$ cat config.mk
export PLATFORM = sky130hd
export DESIGN_NAME = out_fm_fifo_to_mem_flat
export DESIGN_NICKNAME = d
export VERILOG_FILES = /design/src/rtl/out_fm_fifo_to_mem_pkg.sv /design/src/rtl/out_fm_fifo_to_mem_if.sv /design/src/rtl/out_fm_fifo_to_mem_nest3_counter.sv /design/src/rtl/out_fm_fifo_to_mem.sv /design/src/flat_wrapper.sv
export SDC_FILE = /design/constraint.sdc
export NUM_CORES = 1
export LEC_CHECK = 0
export CAP_MARGIN = 40
export CORE_MARGIN = 4
export CORE_UTILIZATION = 38
export CTS_CLUSTER_SIZE = 12
export DETAILED_ROUTE_END_ITERATION = 10
export PLACE_DENSITY_LB_ADDON = 0.08
export SYNTH_ARGS = -nofsm -noshare
export SYNTH_HDL_FRONTEND = slang
export SYNTH_SLANG_ARGS = --single-unit
export TNS_END_PERCENT = 100
$ cat constraint.sdc
create_clock -name clk -period 7.82 [get_ports clk]
set_clock_uncertainty 0.1 [all_clocks]
set_input_delay 0.782 -clock clk [delete_from_list [all_inputs] [get_ports clk]]
set_output_delay 0.782 -clock clk [all_outputs]
set_load 0.005 [all_outputs]
$ cat src/rtl/out_fm_fifo_to_mem_pkg.sv
// Shared types and constants for the output feature-map write-back engine.
// Holds the FSM state encoding and the word-to-byte scaling used for addressing.
package out_fm_fifo_to_mem_pkg;

  typedef enum logic [2:0] {
    IDLE   = 3'd0,
    FETCH  = 3'd1,
    LOAD   = 3'd2,
    WRITE  = 3'd3,
    FINISH = 3'd4
  } state_e;

  localparam int DW_DEFAULT     = 32;
  localparam int BYTES_PER_WORD = DW_DEFAULT / 8;

  // Byte stride of one data word for an arbitrary word width.
  function automatic int bytes_per_word(input int dw);
    return dw / 8;
  endfunction

endpackage

$ cat src/rtl/out_fm_fifo_to_mem_if.sv
// FIFO read port and Avalon-MM single-beat write port of the write-back engine.
// The master modport is the engine side; the slave modport is the FIFO/memory side.
interface out_fm_fifo_to_mem_if #(
  parameter int AW = 32,
  parameter int DW = 32
) ();

  logic          fifo_pop;
  logic          fifo_empty;
  logic [DW-1:0] data_from_fifo;
  logic [AW-1:0] avm_address;
  logic          avm_write;
  logic [DW-1:0] avm_writedata;
  logic          avm_waitrequest;

  modport master (
    output fifo_pop,
    input  fifo_empty,
    input  data_from_fifo,
    output avm_address,
    output avm_write,
    output avm_writedata,
    input  avm_waitrequest
  );

  modport slave (
    input  fifo_pop,
    output fifo_empty,
    output data_from_fifo,
    input  avm_address,
    input  avm_write,
    input  avm_writedata,
    output avm_waitrequest
  );

endinterface

$ cat src/rtl/out_fm_fifo_to_mem_nest3_counter.sv
// Three-level nested element counter: tc innermost, then tr, then tn outermost.
// last flags the final element of the tile so the caller can finish after consuming it.
module nest3_counter #(
  parameter int CW = 32,
  parameter int Tn = 8,
  parameter int Tr = 16,
  parameter int Tc = 8
) (
  input  logic          clk,
  input  logic          rst,
  input  logic          clr,
  input  logic          en,
  output logic [CW-1:0] tc,
  output logic [CW-1:0] tr,
  output logic [CW-1:0] tn,
  output logic          last
);

  localparam logic [CW-1:0] TC_MAX = CW'(Tc - 1);
  localparam logic [CW-1:0] TR_MAX = CW'(Tr - 1);
  localparam logic [CW-1:0] TN_MAX = CW'(Tn - 1);

  logic [CW-1:0] tc_q, tc_d;
  logic [CW-1:0] tr_q, tr_d;
  logic [CW-1:0] tn_q, tn_d;

  always_comb begin
    tc_d = tc_q;
    tr_d = tr_q;
    tn_d = tn_q;
    if (clr) begin
      tc_d = '0;
      tr_d = '0;
      tn_d = '0;
    end else if (en) begin
      if (tc_q == TC_MAX) begin
        tc_d = '0;
        if (tr_q == TR_MAX) begin
          tr_d = '0;
          tn_d = (tn_q == TN_MAX) ? '0 : tn_q + 1'b1;
        end else begin
          tr_d = tr_q + 1'b1;
        end
      end else begin
        tc_d = tc_q + 1'b1;
      end
    end
  end

  always_ff @(posedge clk) begin
    if (rst) begin
      tc_q <= '0;
      tr_q <= '0;
      tn_q <= '0;
    end else begin
      tc_q <= tc_d;
      tr_q <= tr_d;
      tn_q <= tn_d;
    end
  end

  assign tc   = tc_q;
  assign tr   = tr_q;
  assign tn   = tn_q;
  assign last = (tc_q == TC_MAX) && (tr_q == TR_MAX) && (tn_q == TN_MAX);

endmodule

$ cat src/rtl/out_fm_fifo_to_mem.sv
// Drains one output feature-map tile from a FIFO and writes each in-bounds element
// to memory over Avalon-MM; out-of-bounds elements are popped and dropped.
module out_fm_fifo_to_mem
  import out_fm_fifo_to_mem_pkg::*;
#(
  parameter int CW = 32,
  parameter int AW = 32,
  parameter int DW = 32,
  parameter int N  = 32,
  parameter int R  = 64,
  parameter int C  = 32,
  parameter int Tn = 8,
  parameter int Tr = 16,
  parameter int Tc = 8
) (
  input  logic                 clk,
  input  logic                 rst,
  input  logic                 start,
  output logic                 done,
  input  logic [CW-1:0]        tile_base_n,
  input  logic [CW-1:0]        tile_base_row,
  input  logic [CW-1:0]        tile_base_col,
  input  logic [AW-1:0]        mem_base_addr,
  out_fm_fifo_to_mem_if.master bus
);

  localparam logic [CW:0]   N_L   = (CW+1)'(N);
  localparam logic [CW:0]   R_L   = (CW+1)'(R);
  localparam logic [CW:0]   C_L   = (CW+1)'(C);
  localparam logic [AW-1:0] RC_A  = AW'(R * C);
  localparam logic [AW-1:0] C_A   = AW'(C);
  localparam logic [AW-1:0] BPW_A = AW'(bytes_per_word(DW));

  state_e        state_q, state_d;
  logic [CW-1:0] base_n_q, base_n_d;
  logic [CW-1:0] base_row_q, base_row_d;
  logic [CW-1:0] base_col_q, base_col_d;
  logic [AW-1:0] mem_base_q, mem_base_d;
  logic [AW-1:0] addr_q, addr_d;
  logic [DW-1:0] wdata_q, wdata_d;

  logic          cnt_clr, cnt_en, cnt_last;
  logic [CW-1:0] tc, tr, tn;
  logic          pop_raw, write_raw, done_raw;

  logic [CW:0]   n_sum, row_sum, col_sum;
  logic [AW-1:0] n_a, row_a, col_a, elem_addr;
  logic          elem_legal;

  nest3_counter #(
    .CW (CW),
    .Tn (Tn),
    .Tr (Tr),
    .Tc (Tc)
  ) u_cnt (
    .clk  (clk),
    .rst  (rst),
    .clr  (cnt_clr),
    .en   (cnt_en),
    .tc   (tc),
    .tr   (tr),
    .tn   (tn),
    .last (cnt_last)
  );

  // Bounds are checked one bit wider so a tile near the top of the range cannot wrap into legality.
  always_comb begin
    n_sum      = {1'b0, base_n_q}   + {1'b0, tn};
    row_sum    = {1'b0, base_row_q} + {1'b0, tr};
    col_sum    = {1'b0, base_col_q} + {1'b0, tc};
    elem_legal = (n_sum < N_L) && (row_sum < R_L) && (col_sum < C_L);
    n_a        = AW'(base_n_q)   + AW'(tn);
    row_a      = AW'(base_row_q) + AW'(tr);
    col_a      = AW'(base_col_q) + AW'(tc);
    elem_addr  = mem_base_q + (n_a * RC_A + row_a * C_A + col_a) * BPW_A;
  end

  // NOTE: every signal driven here gets a default first, so no path can leave it unassigned and infer a latch.
  always_comb begin
    state_d    = state_q;
    base_n_d   = base_n_q;
    base_row_d = base_row_q;
    base_col_d = base_col_q;
    mem_base_d = mem_base_q;
    addr_d     = addr_q;
    wdata_d    = wdata_q;
    cnt_clr    = 1'b0;
    cnt_en     = 1'b0;
    pop_raw    = 1'b0;
    write_raw  = 1'b0;
    done_raw   = 1'b0;
    unique case (state_q)
      IDLE: begin
        if (start) begin
          base_n_d   = tile_base_n;
          base_row_d = tile_base_row;
          base_col_d = tile_base_col;
          mem_base_d = mem_base_addr;
          cnt_clr    = 1'b1;
          state_d    = FETCH;
        end
      end
      FETCH: begin
        if (!bus.fifo_empty) begin
          pop_raw = 1'b1;
          state_d = LOAD;
        end
      end
      LOAD: begin
        addr_d  = elem_addr;
        wdata_d = bus.data_from_fifo;
        if (elem_legal) begin
          state_d = WRITE;
        end else begin
          cnt_en  = 1'b1;
          state_d = cnt_last ? FINISH : FETCH;
        end
      end
      WRITE: begin
        write_raw = 1'b1;
        if (!bus.avm_waitrequest) begin
          cnt_en  = 1'b1;
          state_d = cnt_last ? FINISH : FETCH;
        end
      end
      FINISH: begin
        done_raw = 1'b1;
        state_d  = IDLE;
      end
      default: state_d = IDLE;
    endcase
  end

  // NOTE: state flops use non-blocking assignments so every flop samples pre-edge values.
  always_ff @(posedge clk) begin
    if (rst) begin
      state_q    <= IDLE;
      base_n_q   <= '0;
      base_row_q <= '0;
      base_col_q <= '0;
      mem_base_q <= '0;
      addr_q     <= '0;
      wdata_q    <= '0;
    end else begin
      state_q    <= state_d;
      base_n_q   <= base_n_d;
      base_row_q <= base_row_d;
      base_col_q <= base_col_d;
      mem_base_q <= mem_base_d;
      addr_q     <= addr_d;
      wdata_q    <= wdata_d;
    end
  end

  // Strobes are masked while reset is held so no pop or write leaks out of an abandoned tile.
  assign bus.fifo_pop      = pop_raw   & ~rst;
  assign bus.avm_write     = write_raw & ~rst;
  assign done              = done_raw  & ~rst;
  assign bus.avm_address   = addr_q;
  assign bus.avm_writedata = wdata_q;

endmodule

$ cat src/flat_wrapper.sv
// flat-port wrapper written by rule: the top's interface ports become plain ports
module out_fm_fifo_to_mem_flat import out_fm_fifo_to_mem_pkg::*;
#(
  parameter int CW = 32,
  parameter int AW = 32,
  parameter int DW = 32,
  parameter int N  = 32,
  parameter int R  = 64,
  parameter int C  = 32,
  parameter int Tn = 8,
  parameter int Tr = 16,
  parameter int Tc = 8
)
  (clk, rst, start, done, tile_base_n, tile_base_row, tile_base_col, mem_base_addr, bus_fifo_pop, bus_fifo_empty, bus_data_from_fifo, bus_avm_address, bus_avm_write, bus_avm_writedata, bus_avm_waitrequest);
  out_fm_fifo_to_mem_if #(.AW(AW), .DW(DW)) bus_i ();
  input  logic clk;
  input  logic rst;
  input  logic start;
  output logic done;
  input  logic [CW-1:0] tile_base_n;
  input  logic [CW-1:0] tile_base_row;
  input  logic [CW-1:0] tile_base_col;
  input  logic [AW-1:0] mem_base_addr;
  output wire logic [$bits(bus_i.fifo_pop)-1:0] bus_fifo_pop;
  input wire logic [$bits(bus_i.fifo_empty)-1:0] bus_fifo_empty;
  input wire logic [$bits(bus_i.data_from_fifo)-1:0] bus_data_from_fifo;
  output wire logic [$bits(bus_i.avm_address)-1:0] bus_avm_address;
  output wire logic [$bits(bus_i.avm_write)-1:0] bus_avm_write;
  output wire logic [$bits(bus_i.avm_writedata)-1:0] bus_avm_writedata;
  input wire logic [$bits(bus_i.avm_waitrequest)-1:0] bus_avm_waitrequest;
  assign bus_fifo_pop = bus_i.fifo_pop;
  assign bus_i.fifo_empty = bus_fifo_empty;
  assign bus_i.data_from_fifo = bus_data_from_fifo;
  assign bus_avm_address = bus_i.avm_address;
  assign bus_avm_write = bus_i.avm_write;
  assign bus_avm_writedata = bus_i.avm_writedata;
  assign bus_i.avm_waitrequest = bus_avm_waitrequest;
  out_fm_fifo_to_mem #(.CW(CW), .AW(AW), .DW(DW), .N(N), .R(R), .C(C), .Tn(Tn), .Tr(Tr), .Tc(Tc)) u_core (.clk(clk), .rst(rst), .start(start), .done(done), .tile_base_n(tile_base_n), .tile_base_row(tile_base_row), .tile_base_col(tile_base_col), .mem_base_addr(mem_base_addr), .bus(bus_i));
endmodule
# Word level (Yosys, flattened, before mapping)

Index checks and enable logic that the tools add are counted.

RAM bits: 0
Output and inout bits: 67
Bits in read-only memories: 0
Register bits: 291
Memories: 0
Bits of input ports: 165
Logic and storage cells: 67
Bits in latches: 0

Equality and inequality tests: 10
Multiply operators: 0
Multiplexer cells: 18
Add/subtract/negate cells: 12
Divide/modulo/power cells: 0
Reduce and logical (&&, ||, !) cells: 10
Shift-type cells: 0
Bitwise gates (word level): 4
$lt $le $gt $ge: 3

Operators by type and width:

| kind                                                                          | count |
|---|---|
| 32-bit by 32-bit adder with 33-bit output                                     | 3 |
| 32-bit by 1-bit adder with 32-bit output, second input constant               | 3 |
| 32-bit 2-to-1 mux                                                             | 3 |
| 30-bit adder                                                                  | 3 |
| 33-bit by 6-bit less-than comparator with 1-bit output, second input constant | 2 |
| 32-bit by 3-bit == test with 1-bit output, second input constant              | 2 |
| 33-bit by 7-bit less-than comparator with 1-bit output, second input constant | 1 |
| 32-bit adder                                                                  | 1 |
| 32-bit by 4-bit == test with 1-bit output, second input constant              | 1 |
| 25-bit adder                                                                  | 1 |
| 19-bit adder                                                                  | 1 |
| 3-bit 2-to-1 mux                                                              | 5 |
| 3-bit case mux with 4 select lines                                            | 1 |
| 1-bit 2-to-1 mux                                                              | 8 |
| 3-bit by 2-bit == test with 1-bit output, second input constant               | 2 |
| 2-bit inequality test, second input constant                                  | 3 |
| 3-bit AND reduction                                                           | 2 |
| 1-bit logical AND                                                             | 4 |
| 2-bit AND reduction                                                           | 2 |
| 1-bit bitwise AND                                                             | 3 |
| 3-bit by 1-bit == test with 1-bit output, second input constant               | 1 |
| 3-bit == test, second input constant                                          | 1 |
| 3-bit zero test                                                               | 1 |
| 1-bit case mux with 2 select lines                                            | 1 |
| other kinds (2)                                                               | 2 |

# Depth between registers and ports, before layout

Gate-level depths: netlist (run 1).

Word-level depth: 7
Depth in mapped cells: 31
Gate-level depth less buffers: 31

# Modules after synthesis

A second synthesis (run 1) with hierarchy kept.

Cell total of the unflattened synthesis: 2864
Area total of the unflattened synthesis: 21749.6 um^2

By module, submodules not included:

| module             | area an instance (um^2) | times used | cells each |
|---|---|---|---|
| out_fm_fifo_to_mem | 16550.9                 | 1          | 2228 |
| nest3_counter      | 5198.7                  | 1          | 636 |

# Least setup slack after synthesis (run 1)

No wires, ideal clock.

Kind: flip-flop to flip-flop
From: reg u_core.u_cnt.tr_q[0] (netlist: u_core.u_cnt.tr[0])
To: reg u_core.addr_q[30] (netlist: u_core.bus.avm_address[30])
Setup time: 0.074 ns
Path slack: 1.202 ns
Data arrival time: 6.443 ns
Path buffers: 0
Clock period less this slack: 6.618 ns
Cell stages (with the launch flop): 31
Path through: dfxtp_1 -> ha_1 -> inv_1 -> fa_1 -> nor2b_1 -> o31ai_1 -> a21oi_1 -> o21ai_0 -> xnor2_1 -> inv_1 -> fa_1 -> fa_1 -> inv_1 -> ha_1 -> nor3_1 -> nor3b_1 -> o31a_1 -> nand2b_1 -> a21oi_1 -> xnor2_1 -> ha_1 -> and3_1 -> and3_1 -> a21oi_1 -> a211o_1 -> o21ai_0 -> a211oi_1 -> nor2_1 -> a21oi_1 -> or4b_2 -> a31oi_1

Word-level cells in the longest chain between the ends: 4

Ends and longest elaborated chain:

| item                      | RTL line                               | source |
|---|---|---|
| start, declared           | out_fm_fifo_to_mem_nest3_counter.sv:24 | `logic [CW-1:0] tr_q, tr_d;` |
| start signal, assigned    | out_fm_fifo_to_mem_nest3_counter.sv:57 | `tr_q <= tr_d;` |
| 25-bit adder              | out_fm_fifo_to_mem.sv:73               | `row_a = AW'(base_row_q) + AW'(tr);` |
| 30-bit adder (2 in a row) | out_fm_fifo_to_mem.sv:75               | `elem_addr = mem_base_q + (n_a * RC_A + row_a * C_A + col_a) * BPW_A;` |
| 32-bit adder              | out_fm_fifo_to_mem.sv:75               |  |
| end signal, assigned      | out_fm_fifo_to_mem.sv:150              | `addr_q <= addr_d;` |
| end, declared             | out_fm_fifo_to_mem.sv:39               | `logic [AW-1:0] addr_q, addr_d;` |

No other way between the ends.
A chain may end at the register's enable or synchronous reset.

# Worst setup path in the final report (run 1)

Same ends and word-level chain as after synthesis.

==> out/qor.txt, run 1 <==
Status: complete, no violations
Final hold violations: 0
Synthesis Warnings: 0
Hold Crit Class: register to register
GRT Residual Overflow: 0
Slew Viols, Final: 0
FMAX: 138 MHz
Clk root buf: clkbuf_16
CP Launch Type: register
RSZ-0062 raised after global routing: no
Commonest non-fill, non-tap cell in the layout: nand2_1
Ant. Diodes: 0
WP buf/inv: 3
Post-detailed-route via-to-cell ratio: 5.53
Wire per inst: 19.3 um
Placed Cells: 3676
CP max stage delay: 610 ps
Die width: 245 um
EDFF count, synth: 0
WP data required: 8220 ps
I/O pins: 232
Async SR Flop Fraction: 0%
Dominant cell type by area after synthesis: dfxtp_1
CTS hold repair buffers: 0
Input/output buffers: 231
Mapped Nets: 3187
Final setup margin: 559 ps
Critical R2R Launch: u_core.u_cnt.tr[0]
H-tree Lvls: 2
Cell variety after synth: 91
Residual DRC: 0
Initial antenna violation count: 0
Synthesis-stage register bit count: 291
Cell mode on critical path: a21oi_1
CP max-delay cell: or4b_2
Post-Syn Area: 21300 um^2
Max Buffers Root-to-Sink: 3
Via count: 20700
Layout Cells excl Fill: 3739
First-pass GRT wire length: 113000 um
Die ar.: 59800 um^2
Core area: 55300 um^2
Top cell type's share of synthesized area: 27.4%
Sequential fraction of the synthesis area: 27.4%
Die Ht: 245 um
Setup_tns: 0 ps
Pre-Repair DR Iteration Count: 5
Clk Latency, worst-skew pair: 570 ps
Clock sinks: 291
Synth-to-Final Area Change: 19.8%
Worst slack, placed: 340 ps
Critical setup path kind: register to register
Largest net degree at the start of global routing: 79
Leak pwr: 0.0103 uW
Commonest cells after routing, fill and taps aside: nand2_1 (491), a21oi_1 (387), dfxtp_1 (291)
Peak supply drop: 0.152 mV
Nets: 3350
Minimum clock period: 7260 ps
CTS Buf Count: 36
Final setup violation count: 0
Fin util: 46.1%
Placed Area: 24200 um^2
Critical path's top delay family: adder cells
TritonCTS clock tree: done
Final period utilization: 92.8%
Hold depth: 2
GR Util All Layers: 23.4%
Starting Density: 38.5%
Post-Syn Instances: 2803
# rows: 86
Vias in the first global route: 19600
Dominant cells by area after synthesis: dfxtp_1 (27%), ha_1 (9.9%), a21oi_1 (9.1%)
Global placement routability congestion: 0.930
Dominant synthesized flop cell: dfxtp_1
Worst Path Arrival: 7660 ps
Worst reg2reg path depth: 31
Clock Pin Slew Worst Setup and Hold Paths: 60 ps
Max-cap viol count: 0
Top fanout value on the critical path: 5
RR Endpoint: u_core.bus.avm_address[30]
Final ANT Viol Nets: 0
Worst hold path startpoint: u_core.bus.avm_address[27]
Worst Hold Endpoint: u_core.bus.avm_address[27]
Worst-margin pin slew: 873 ps
Fin area: 25500 um^2
Layout cells sized above 1: 4.38%
Max_slew headroom: 41.8%
PwrDens: 170 nW/um^2
Syn Area/Cell: 7.59 um^2
DR iter-0 viols: 1345
Critical Path End Type: register
Levels on crit path: 31
Worst reg-to-reg setup slack: 560 ps
Wirelength, routed: 72300 um
Filler cell count: 5582
Post-DP HPWL: 56700 um
worst max path at each step:
stage	end	start	slack (ps)
detailed placement	u_core.bus.avm_address[30]	u_core.u_cnt.tr[0]	340
CTS	u_core.bus.avm_address[30]	u_core.u_cnt.tr[0]	340
finish	u_core.bus.avm_address[30]	u_core.u_cnt.tr[0]	560
global route	u_core.bus.avm_address[30]	u_core.u_cnt.tr[0]	20
global placement	u_core.bus.avm_address[30]	u_core.u_cnt.tr[0]	560
floorplan	u_core.bus.avm_address[30]	u_core.u_cnt.tr[0]	1200
metal layers:
| metal | GRT usage (%) | wire (um) | up-vias |
|---|---|---|---|
| met3 | 3.14 | 4020 | 80 |
| met2 | 37.7 | 32300 | 557 |
| met1 | 33.3 | 34400 | 9778 |
| met4 | 5.92 | 1570 | 0 |
| met5 | 0 | 0 | - |
| li1 | - | - | 10300 |
cells by family after synthesis:
logic type | count (synthesis) | synth area share [%]
flip-flops | 291 | 27.4
AO/OA/AOI/OAI | 807 | 23.4
buffers and inverters | 310 | 5.72
XOR/XNOR | 123 | 5.06
adder cells (fa/ha/maj) | 219 | 14.6
AND/OR/NAND/NOR | 1044 | 23.4
multiplexers | 9 | 0.435
metrics by stage:
stage / power (uW) / hold WS (ps)
after CTS: 4390 / 351
after detailed placement: 2600 / 345
after global placement: 2580 / 337
final: 4340 / 348
after floorplan: 2250 / 332
after global routing: 4570 / 365
area by class of cell:
type / instances / area (um^2) / area share [%]
clock buffers: 51 / 1040 / 4.07
clock inverters: 12 / 196 / 0.771
inverters: 179 / 672 / 2.64
multi-input cells: 2202 / 14300 / 56.0
flip-flops and latches: 291 / 5830 / 22.9
well taps: 748 / 936 / 3.67
repair buffers: 256 / 2540 / 9.96
cells in the mapped netlist (50+ instances only):
master      n
a21o_1     66
a21oi_1   388
clkbuf_1   97
dfxtp_1   291
fa_1       50
ha_1      169
inv_1     179
nand2_1   492
nand3_1    78
nand4_1    54
nor2_1    131
o21ai_0    86
xnor2_1    86
power by group:
| group | leakage [uW] | switching, uW | total, uW | internal, uW |
|---|---|---|---|---|
| clock network | 0.000603 | 702 | 1770 | 1060 |
| logic | 0.00738 | 551 | 953 | 403 |
| registers | 0.00237 | 67.7 | 1620 | 1550 |
worst register-to-register path, delay by kind of cell (launching register included):
kind / cells / cell delay [ps]
adders and majority gates: 6 / 2230
AOI/OAI and AO/OA: 12 / 2080
and+or+nand+nor: 8 / 1830
DFF: 1 / 420
xor gates and xnor gates: 2 / 360
buffers and inverters: 3 / 210
timing repair:
action                     in CTS  in global routing
setup endpoints to repair       0                  1
resized for setup               0                  5
setup buffers                   0                  0
(Power assumes the default switching activity.)
==> inputs of run 2 (changes only) <==
- SKIP_CTS_REPAIR_TIMING: unset -> 1
==> results of run 2 <==
Same layout as run 1: the final DEF is identical, and so are final timing and power.
